--- src/rtl/bidir_bus_seq.sv ---
// bidir_bus_seq
//   Registered sequencer for a row of single-bit tristate pad buffers.
//   Converts core-side write/read requests into pad drive windows, inserts a
//   guaranteed-tristate turnaround after every drive, and samples the pad
//   through a two-flop synchroniser with a fixed read latency.
//
// Ports
//   CLK        in   1      rising-edge clock
//   CLR        in   1      asynchronous active-high reset
//   req_valid  in   1      request present
//   req_we     in   1      1 = write (drive pad), 0 = read (sample pad)
//   req_data   in   WIDTH  write data
//   req_ready  out  1      request accepted on the edge where req_valid & req_ready
//   rd_data    out  WIDTH  captured read data, held until the next capture
//   rd_valid   out  1      one-cycle pulse, rd_data updated this cycle
//   busy       out  1      sequencer not idle
//   gts        in   1      global tristate, forces pad_t high without touching the FSM
//   pad_o      out  WIDTH  to buffer I
//   pad_t      out  1      to buffer T (1 = tristate)
//   pad_i      in   WIDTH  from buffer O
module bidir_bus_seq #(
    parameter int WIDTH  = 8,
    parameter int HOLD   = 1,
    parameter int TURN   = 2,
    parameter int RD_LAT = 3
) (
    input  logic             CLK,
    input  logic             CLR,
    input  logic             req_valid,
    input  logic             req_we,
    input  logic [WIDTH-1:0] req_data,
    output logic             req_ready,
    output logic [WIDTH-1:0] rd_data,
    output logic             rd_valid,
    output logic             busy,
    input  logic             gts,
    output logic [WIDTH-1:0] pad_o,
    output logic             pad_t,
    input  logic [WIDTH-1:0] pad_i
);

    localparam int MAX_HT  = (HOLD > TURN) ? HOLD : TURN;
    localparam int MAX_ALL = (MAX_HT > RD_LAT) ? MAX_HT : RD_LAT;
    localparam int CW      = $clog2(MAX_ALL) + 1;

    // The read load is RD_LAT-2 so that the capture edge lands RD_LAT-1
    // edges after the accept edge; back-to-back reads then pulse rd_valid
    // exactly RD_LAT cycles apart.
    localparam logic [CW-1:0] HOLD_LOAD = CW'(HOLD - 1);
    localparam logic [CW-1:0] TURN_LOAD = CW'(TURN - 1);
    localparam logic [CW-1:0] READ_LOAD = CW'(RD_LAT - 2);
    localparam logic [CW-1:0] CNT_ONE   = CW'(1);

    typedef enum logic [1:0] {
        IDLE  = 2'd0,
        DRIVE = 2'd1,
        TURNS = 2'd2,
        READ  = 2'd3
    } state_t;

    state_t           state, state_next;
    logic [CW-1:0]    cnt, cnt_next;
    logic             t_reg, t_next;
    logic [WIDTH-1:0] pad_o_next;
    logic [WIDTH-1:0] rd_data_next;
    logic             rd_valid_next;
    logic [WIDTH-1:0] sync1, sync2;
    logic             accept;

    assign req_ready = (state == IDLE) & ~CLR;
    assign accept    = req_valid & req_ready;
    assign busy      = (state != IDLE);
    assign pad_t     = t_reg | gts;

    // Two-flop synchroniser on the pad input, running every cycle.
    always_ff @(posedge CLK or posedge CLR) begin
        if (CLR) begin
            sync1 <= '0;
            sync2 <= '0;
        end else begin
            sync1 <= pad_i;
            sync2 <= sync1;
        end
    end

    // State and datapath registers; CLR releases the pad immediately.
    always_ff @(posedge CLK or posedge CLR) begin
        if (CLR) begin
            state    <= IDLE;
            cnt      <= '0;
            t_reg    <= 1'b1;
            pad_o    <= '0;
            rd_data  <= '0;
            rd_valid <= 1'b0;
        end else begin
            state    <= state_next;
            cnt      <= cnt_next;
            t_reg    <= t_next;
            pad_o    <= pad_o_next;
            rd_data  <= rd_data_next;
            rd_valid <= rd_valid_next;
        end
    end

    // Next-state logic. The counter only decrements when nonzero, so it
    // saturates at 0 and never wraps.
    always_comb begin
        state_next    = state;
        cnt_next      = cnt;
        t_next        = 1'b1;
        pad_o_next    = pad_o;
        rd_data_next  = rd_data;
        rd_valid_next = 1'b0;

        unique case (state)
            IDLE: begin
                if (accept) begin
                    if (req_we) begin
                        pad_o_next = req_data;
                        t_next     = 1'b0;
                        cnt_next   = HOLD_LOAD;
                        state_next = DRIVE;
                    end else begin
                        cnt_next   = READ_LOAD;
                        state_next = READ;
                    end
                end
            end
            DRIVE: begin
                if (cnt == '0) begin
                    t_next     = 1'b1;
                    cnt_next   = TURN_LOAD;
                    state_next = TURNS;
                end else begin
                    t_next   = 1'b0;
                    cnt_next = cnt - CNT_ONE;
                end
            end
            TURNS: begin
                if (cnt == '0) begin
                    state_next = IDLE;
                end else begin
                    cnt_next = cnt - CNT_ONE;
                end
            end
            READ: begin
                if (cnt == '0) begin
                    rd_data_next  = sync2;
                    rd_valid_next = 1'b1;
                    state_next    = IDLE;
                end else begin
                    cnt_next = cnt - CNT_ONE;
                end
            end
            default: begin
                state_next = IDLE;
            end
        endcase
    end

endmodule

--- config.mk ---
export PLATFORM = sky130hd
export DESIGN_NAME = bidir_bus_seq
export DESIGN_NICKNAME = d
export VERILOG_FILES = /design/src/rtl/bidir_bus_seq.sv
export SDC_FILE = /design/constraint.sdc
export NUM_CORES = 1
export LEC_CHECK = 0
export BUFFER_PORTS_ARGS = -buffer_cell sky130_fd_sc_hd__buf_2
export CAP_MARGIN = 10
export CORE_ASPECT_RATIO = 2
export CORE_UTILIZATION = 45
export CTS_CLUSTER_DIAMETER = 80
export DETAILED_ROUTE_END_ITERATION = 8
export PLACE_DENSITY = 0.77
export RECOVER_POWER = 100
export SYNTH_ARGS = -nofsm -noshare
export SYNTH_HDL_FRONTEND = slang
export SYNTH_SLANG_ARGS = --single-unit
--- constraint.sdc ---
create_clock -name CLK -period 3.45 [get_ports CLK]
set_input_delay 0.5175 -clock CLK [delete_from_list [all_inputs] [get_ports CLK]]
set_output_delay 0.5175 -clock CLK [all_outputs]
set_load 0.05 [all_outputs]
==> Word level (Yosys, flattened, before mapping) <==
Index checks and enable logic that the tools add are counted.
{ "word_totals": {"rom_bits": 0, "latchBits": 0, "out_inout_bits": 20, "word_cells": 43, "input_bits": 21, "register_bits": 39, "mem_bits_rw": 0, "n_memories": 0} }
{ "op_classes": {"n_addsub": 1, "bitwise": 4, "n_shift": 0, "multipliers": 0, "n_reduce_logical": 8, "n_lt_le_gt_ge": 0, "eq_ne": 7, "muxes": 15, "div": 0} }
{ "op_table": {"columns": ["operator", "count"], "rows": [
  ["two-way mux 3 bit", 3],
  ["one-hot mux 3 bit (3 select lines)", 1],
  ["two-way mux 2 bit", 4],
  ["!= test 2 bit, second input constant", 3],
  ["one-hot mux 2 bit (3 select lines)", 1],
  ["AND reduction 3 bit", 2],
  ["two-way mux 1 bit", 5],
  ["== test 2 bit, second input constant", 2],
  ["AND reduction 2 bit", 2],
  ["logical NOT 3 bit", 1],
  ["subtractor 3 x 1 -> 3 bit, second input constant", 1],
  ["AND 1 bit", 2],
  ["== test 2 x 1 -> 1 bit, second input constant", 1],
  ["logical NOT 2 bit", 1],
  ["!= test 2 x 1 -> 1 bit, second input constant", 1],
  ["one-hot mux 1 bit (2 select lines)", 1],
  ["nonzero test 2 bit", 1],
  ["OR reduction 2 bit", 1],
  ["inverter 1 bit", 1],
  ["bitwise OR 1 bit", 1]
]} }

==> Logic depth before layout (Yosys ltp) <==
Gate-level depths: netlist of run 1.
{ "logic_depth": {"word_depth": 5, "mapped_depth": 5, "mapped_depth_nobuf": 5} }

==> Worst setup path before layout of run 1 <==
OpenSTA, ideal clock, no wires.
{ "synth_path": {"path_kind": "register -> output", "start": "register state[1]", "end": "output port req_ready", "path_slack_ps": 1357, "path_buffers": 0, "path_stages_with_launch": 4, "arrival_time_ps": 1576, "required_time_ps": 2932, "path_cell_list": "dfrtp_1 > nor2_2 > inv_1 > nor2_1"} }
{ "synth_between": {"elab_chain_cells": 2} }
{ "synth_rtl": {"columns": ["element", "line", "text"], "rows": [
  ["from (decl)", "61", "state_t state, state_next;"],
  ["from (signal assigned)", "96", "state <= state_next;"],
  ["logical NOT 2 bit", "70", "assign req_ready = (state == IDLE) & ~CLR;"],
  ["AND 1 bit", "70", null],
  ["to (decl)", "32", "output logic req_ready,"]
]} }
No other way between the ends.

==> Worst setup path in the final report of run 1 <==
Ends and elaborated chain as after synthesis.

==> results.rst, run 1 <==
.. list-table::
   :header-rows: 1

   * - Metric
     - Value
   * - Result of the run
     - completed
   * - Global-route wire length before repair
     - 3860 microns
   * - Non-filler instance count after layout
     - 167
   * - Max Slew Vio Count
     - 0
   * - Buffer levels on the longest clock path
     - 2
   * - Worst Hold Depth
     - 1
   * - # diodes
     - 0
   * - Pre-CTS WS
     - 1.60 ns
   * - Syn_nets
     - 112
   * - Clock root buffer master
     - sky130_fd_sc_hd__clkbuf_8
   * - Worst IR Drop VDD
     - 473 uV
   * - Tot GR Track Use
     - 0.154
   * - Largest family of logic cells by synthesized area
     - multiplexers
   * - Final hold slack
     - 0.338 ns
   * - Area share of and/or/nand/nor cells after synthesis
     - 0.0625
   * - Row cnt
     - 28
   * - # Max-Cap Violations
     - 0
   * - Die outline area
     - 3400 sq um
   * - Netlist Area Pre-Place
     - 1420 sq um
   * - Core area
     - 2980 sq um
   * - Count of H-tree levels built during CTS
     - 2
   * - Final hold viol count
     - 0
   * - Clock sink count
     - 39
   * - Met3 Resource Use GR
     - 0.0462
   * - Leak Pwr
     - 0.000799 uW
   * - Area share of the largest cell type after synthesis
     - 0.669
   * - Largest fanout of any net on the critical path
     - 6
   * - Chip height
     - 81.5 microns
   * - DRC violations left
     - 0
   * - Clock network latency to the later pin of the worst-skew pair
     - 0.28 ns
   * - Commonest non-fill, non-tap cell in the layout
     - sky130_fd_sc_hd__dfrtp_1
   * - Commonest non-fill, non-tap cells in the layout
     - sky130_fd_sc_hd__dfrtp_1, sky130_fd_sc_hd__clkbuf_1, sky130_fd_sc_hd__buf_2
   * - Wire length per cell after detailed routing
     - 14.0 microns
   * - Setup violators final
     - 0
   * - Clock tree from TritonCTS
     - done
   * - Gates resized, CTS repair
     - 0
   * - FF-to-FF setup slack
     - 1.71 ns
   * - Horiz. Die Dim
     - 41.7 microns
   * - Final min period
     - 2.26 ns
   * - Type of the worst min-delay path
     - in2reg
   * - Power density cells
     - 1030 nW/um^2
   * - Antenna violations before repair
     - 0
   * - Post-Syn Instances
     - 89
   * - Startpoint of the lowest-slack register-to-register path
     - cnt[0]
   * - Pin count of the biggest net entering global routing
     - 28
   * - Number of design-rule violations left by the first detailed-router iteration
     - 8
   * - Total of flip-flops plus latches after synthesis
     - 39
   * - Required time of the worst setup path
     - 2.93 ns
   * - Fin worst setup slack
     - 1.19 ns
   * - Fraction of layout instances using a drive strength above 1
     - 0.285
   * - Max frequency
     - 443 MHz
   * - Crit end category
     - output pin
   * - Global placement routability congestion
     - 0.751
   * - Effective utilization at floorplan
     - 0.477
   * - Number of vias per cell
     - 5.05
   * - Slew @ Worst Pin
     - 0.988 ns
   * - Detailed-route via count
     - 843
   * - Multiplexer area fraction after synthesis
     - 0.163
   * - Final Core Density
     - 0.561
   * - Number of port buffers
     - 40
   * - Synth Area per Inst
     - 16.0 sq um
   * - Number of primary I/O pins
     - 41
   * - Met2 capacity usage during global routing
     - 0.258
   * - Worst reg2reg endpoint
     - rd_data[6]
   * - Cts-stage hold buffer count
     - 0
   * - Startpoint of the worst hold path
     - pad_i[3]
   * - Final Skew
     - 0.00528 ns
   * - Vias in the first global route
     - 870
   * - Compound-gate portion of the synthesized area
     - 0.0431
   * - Worst Reg-to-Reg Cells
     - 4
   * - Worst-case headroom to the max-slew limit
     - 0.341
   * - Sequential fraction of the synthesis area
     - 0.688
   * - Half-perimeter wire length after placement
     - 1690 microns
   * - First-pass DRT Iterations
     - 4
   * - Clock slew at reported path FFs
     - 0.07 ns
   * - Share of synthesized cell area in full adder, half adder and majority cells
     - 0.0176
   * - Setup_tns
     - 0 ns
   * - Largest area contributor in the synthesized netlist
     - sky130_fd_sc_hd__dfrtp_1
   * - Overflow left after global routing
     - 0
   * - Share of the cycle needed by the critical path after routing
     - 0.655
   * - Endpoint of the worst hold-timing path
     - sync1[3]
   * - TritonCTS buffer count
     - 5
   * - Remaining antenna violation count
     - 0
   * - Startpoint kind of the worst setup timing path
     - flop
   * - Kind of critical path
     - reg2out
   * - Number of unique standard cell types used by synthesis
     - 26
   * - RSZ-0062 raised after global routing
     - false
   * - Post-layout net count
     - 159
   * - Signed area change from the synthesized netlist to the final layout
     - 17.6%
   * - Synth warnings
     - 0
   * - Number of placed instances with taps included
     - 159
   * - Post-CTS Setup Bufs
     - 0
   * - Global Route met1 Usage
     - 0.165
   * - GRT busiest layer
     - met2
   * - Leading cell types by total area after synthesis
     - sky130_fd_sc_hd__dfrtp_1, sky130_fd_sc_hd__mux2_4, sky130_fd_sc_hd__mux2_2
   * - Critical path arrival
     - 1.74 ns
   * - Total detailed-routing wirelength
     - 2340 microns
   * - Xor and xnor fraction of the mapped netlist area
     - 0
logic make-up after synthesis:
| family | Yosys count |
|---|---|
| fa+ha+maj | 2 |
| flops | 39 |
| mux | 18 |
| simple gates | 14 |
| compound gates | 8 |
| buf+inv | 8 |
synth_stat cells:
library cell,n
sky130_fd_sc_hd__a21boi_0,1
sky130_fd_sc_hd__a21o_2,1
sky130_fd_sc_hd__a21oi_1,1
sky130_fd_sc_hd__a22o_1,1
sky130_fd_sc_hd__a31oi_1,2
sky130_fd_sc_hd__a32o_1,1
sky130_fd_sc_hd__and3_1,1
sky130_fd_sc_hd__buf_6,1
sky130_fd_sc_hd__dfrtp_1,38
sky130_fd_sc_hd__dfstp_2,1
sky130_fd_sc_hd__ha_1,2
sky130_fd_sc_hd__inv_1,7
sky130_fd_sc_hd__mux2_2,9
sky130_fd_sc_hd__mux2_4,8
sky130_fd_sc_hd__mux2i_1,1
sky130_fd_sc_hd__nand2_1,4
sky130_fd_sc_hd__nand2b_1,1
sky130_fd_sc_hd__nand4b_2,1
sky130_fd_sc_hd__nor2_1,1
sky130_fd_sc_hd__nor2_2,1
sky130_fd_sc_hd__nor2b_2,1
sky130_fd_sc_hd__nor3_1,1
sky130_fd_sc_hd__nor4bb_1,1
sky130_fd_sc_hd__o221ai_1,1
sky130_fd_sc_hd__or2_2,1
sky130_fd_sc_hd__or3_1,1
report_power, final:
group          internal (uW)  total (uW)  switching (uW)
registers                598         681            82.3
clock network            141         290             149
logic                    198         759             561
total                    937        1730             792
worst max path at each step:
stage,startpoint,endpoint,slack (ns),depth (start not counted)
after floorplan,state[1],req_ready,1.36,3
after global placement,CLR,pad_o[7],1.67,4
after detailed placement,CLR,pad_o[0],1.60,4
after CTS,state[1],req_ready,1.46,4
after global routing,state[1],req_ready,1.06,4
final,state[1],req_ready,1.19,4
critical path: stages (launching register included):
cell and delay (ns):
sky130_fd_sc_hd__dfrtp_1 0.44, sky130_fd_sc_hd__nor2_1 0.28, sky130_fd_sc_hd__inv_1 0.15, sky130_fd_sc_hd__nor2_1 0.11
sky130_fd_sc_hd__clkbuf_1 0.47
stage by stage:
step	cell area [sq um]	power, uW
floorplan	1420	1340
global placement	1660	1500
detailed placement	1660	1530
CTS	1740	1820
global route	1670	1830
finish	1670	1730
per-layer routing:
| metal | share of wire | wire length (microns) |
|---|---|---|
| met1 | 0.38 | 886 |
| met2 | 0.54 | 1270 |
| met3 | 0.052 | 121 |
| met4 | 0.029 | 68 |
| met5 | 0 | 0 |
area by class of cell:
class | instances | area (sq um)
fillers | 271 | 1310
flip-flops and latches | 39 | 977
multi-input cells | 42 | 368
repair buffers | 41 | 178
clock buffers | 6 | 72.6
well taps | 30 | 37.5
inverters | 7 | 26.3
clock inverters | 2 | 12.5
Note: power is estimated with default switching activity, not from simulation.
==> inputs of run 2 (changes only) <==
==> constraint.sdc (replaced) <==
create_clock -name CLK -period 2.15 [get_ports CLK]
set_input_delay 0.3225 -clock CLK [delete_from_list [all_inputs] [get_ports CLK]]
set_output_delay 0.3225 -clock CLK [all_outputs]
set_load 0.05 [all_outputs]
==> results.rst, run 2 (synthesis gave the netlist of run 1 again) <==
.. list-table::
   :header-rows: 1

   * - Metric
     - Value
   * - RSZ-0062 raised after global routing
     - false (unchanged)
   * - # Max-Cap Violations
     - 0 (unchanged)
   * - Remaining antenna violation count
     - 0 (unchanged)
   * - Post-CTS Setup Bufs
     - 0 (unchanged)
   * - Startpoint of the worst hold path
     - pad_i[0] (was pad_i[3])
   * - Final Skew
     - 0.00808 ns (was 0.00528 ns)
   * - Critical Path Source
     - state[1] (unchanged)
   * - Signed area change from the synthesized netlist to the final layout
     - 19.7% (was 17.6%)
   * - Effective utilization at floorplan
     - 0.477 (unchanged)
   * - Final min period
     - 1.84 ns
   * - Core area
     - 2980 sq um (unchanged)
   * - Gates resized, CTS repair
     - 0 (unchanged)
   * - Layout filler cell count
     - 244 (was 271)
   * - First-pass DRT Iterations
     - 4 (unchanged)
   * - Final hold viol count
     - 0 (unchanged)
   * - Proportion of power drawn by flip-flops and latches
     - 0.375 (was 0.394)
   * - Max frequency
     - 544 MHz
   * - Count of H-tree levels built during CTS
     - 2 (unchanged)
   * - Number of vias per cell
     - 4.98 (was 5.05)
   * - Total detailed-routing wirelength
     - 2380 microns (was 2340 microns)
   * - Number of primary I/O pins
     - 41 (unchanged)
   * - Post-layout net count
     - 159 (unchanged)
   * - Commonest non-fill, non-tap cells in the layout
     - sky130_fd_sc_hd__dfrtp_1, sky130_fd_sc_hd__clkbuf_1, sky130_fd_sc_hd__buf_2 (unchanged)
   * - Number of design-rule violations left by the first detailed-router iteration
     - 5 (was 8)
   * - Startpoint kind of the worst setup timing path
     - flop (unchanged)
   * - Internal power component
     - 1620 uW (was 937 uW)
   * - Clock slew at reported path FFs
     - 0.08 ns (was 0.07 ns)
   * - Result of the run
     - completed (unchanged)
   * - Chip height
     - 81.5 microns (unchanged)
   * - Horiz. Die Dim
     - 41.7 microns (unchanged)
   * - Most used cell, CP
     - sky130_fd_sc_hd__nor2_1 (unchanged)
   * - Half-perimeter wire length after placement
     - 1720 microns (was 1690 microns)
   * - Buf/Inv on CP
     - 2 (unchanged)
   * - Global placement routability congestion
     - 0.714 (was 0.751)
   * - Largest fanout of any net on the critical path
     - 6 (unchanged)
   * - Antenna violations before repair
     - 0 (unchanged)
   * - Cts-stage hold buffer count
     - 0 (unchanged)
   * - Commonest non-fill, non-tap cell in the layout
     - sky130_fd_sc_hd__dfrtp_1 (unchanged)
   * - Power density cells
     - 1710 nW/um^2 (was 1030 nW/um^2)
   * - Final Core Density
     - 0.571 (was 0.561)
   * - Switching power total
     - 1280 uW (was 792 uW)
   * - Startpoint of the lowest-slack register-to-register path
     - cnt[0] (unchanged)
   * - Critical path arrival
     - 1.52 ns (was 1.74 ns)
   * - Buffer levels on the longest clock path
     - 2 (unchanged)
   * - Kind of critical path
     - reg2out (unchanged)
   * - Setup violators final
     - 0 (unchanged)
   * - Pin count of the biggest net entering global routing
     - 40 (was 28)
   * - Combined area of the multi-input logic cells
     - 368 sq um (unchanged)
   * - Overflow left after global routing
     - 0 (unchanged)
   * - Slowest stage delay, CP
     - 0.44 ns (was 0.47 ns)
   * - Tot GR Track Use
     - 0.157 (was 0.154)
   * - Vias in the first global route
     - 861 (was 870)
   * - Clock tree from TritonCTS
     - done (unchanged)
   * - Power share of the combinational group
     - 0.421 (was 0.439)
   * - DRC violations left
     - 0 (unchanged)
   * - Detailed-route via count
     - 832 (was 843)
   * - Switching share of power
     - 0.441 (was 0.458)
   * - Required time of the worst setup path
     - 1.83 ns (was 2.93 ns)
   * - Number of port buffers
     - 40 (unchanged)
   * - Crit end category
     - output pin (unchanged)
   * - Slew @ Worst Pin
     - 0.922 ns (was 0.988 ns)
   * - Clock network latency to the later pin of the worst-skew pair
     - 0.29 ns (was 0.28 ns)
   * - Max Slew Vio Count
     - 0 (unchanged)
   * - Row cnt
     - 28 (unchanged)
   * - Type of the worst min-delay path
     - in2reg (unchanged)
   * - Wire length per cell after detailed routing
     - 14.3 microns (was 14.0 microns)
   * - TritonCTS buffer count
     - 5 (unchanged)
   * - Worst IR Drop VDD
     - 771 uV (was 473 uV)
   * - # diodes
     - 0 (unchanged)
   * - Leak Pwr
     - 0.000822 uW (was 0.000799 uW)
   * - Die outline area
     - 3400 sq um (unchanged)
   * - Clock root buffer master
     - sky130_fd_sc_hd__clkbuf_8 (unchanged)
   * - Crit path cell chain
     - nor2_1 > inv_1 > nor2_1 > clkbuf_2 (was nor2_1 > inv_1 > nor2_1 > clkbuf_1)
   * - Setup_tns
     - 0 ns (unchanged)
   * - Register Area
     - 977 sq um (unchanged)
   * - Share of the cycle needed by the critical path after routing
     - 0.855
   * - Global-route wire length before repair
     - 3930 microns (was 3860 microns)
   * - Fraction of layout instances using a drive strength above 1
     - 0.307 (was 0.285)
   * - Clock sink count
     - 39 (unchanged)
   * - Worst-case headroom to the max-slew limit
     - 0.386 (was 0.341)
   * - Critical-path top delay cell
     - sky130_fd_sc_hd__dfrtp_1 (was sky130_fd_sc_hd__clkbuf_1)
   * - Cell family with most CP delay
     - flip-flops (was buffers and inverters)
   * - Clk network pwr share
     - 0.204 (was 0.167)
## run 2: final cells by class
| type | instances | area share |
|---|---|---|
| well taps | 30 | 0.0221 |
| multi-input cells | 42 | 0.216 |
| clock inverters | 3 | 0.0257 |
| repair buffers | 41 | 0.106 |
| clock buffers | 5 | 0.0404 |
| inverters | 7 | 0.0154 |
| flip-flops and latches | 39 | 0.574 |
## run 2: path summary, 6_finish.rpt
path | end | slack [ns] | cells after the start
worst max-delay path | req_ready | 0.31 | 4
worst min-delay path | sync1[0] | 0.14 | 1
worst max register to register | rd_data[6] | 0.46 | 4
worst min register to register | sync2[3] | 0.34 | 0
max in group asynchronous | sync1[2] | 1.21 | 3
min in group asynchronous | state[1] | 0.37 | 3
## run 2: metrics by stage
stage                     cells  hold WS (ns)  total power (uW)  worst slack (ns)  cell area (sq um)
after floorplan              89         0.331              2150             0.252               1420
after global placement      159         0.332              2400             0.563               1660
after detailed placement    159         0.335              2450             0.476               1660
after CTS                   167         0.132              3060             0.408               1770
after global routing        167         0.125              3060             0.202               1700
final                       167         0.139              2900             0.312               1700
## run 2: per-layer routing
layer	GRT usage	share of wire
met5	0	0
met4	0.100	0.026
met3	0.0505	0.046
met2	0.258	0.56
met1	0.172	0.37
## run 2: power groups by stage
stage	Clock, uW	Sequential, uW	Combinational (uW)
6_report	593	1090	1220
5_1_grt	638	1120	1310
4_1_cts	610	1100	1350
3_5_place_dp	0	1110	1340
3_3_place_gp	0	1100	1310
2_1_floorplan	0	1620	533
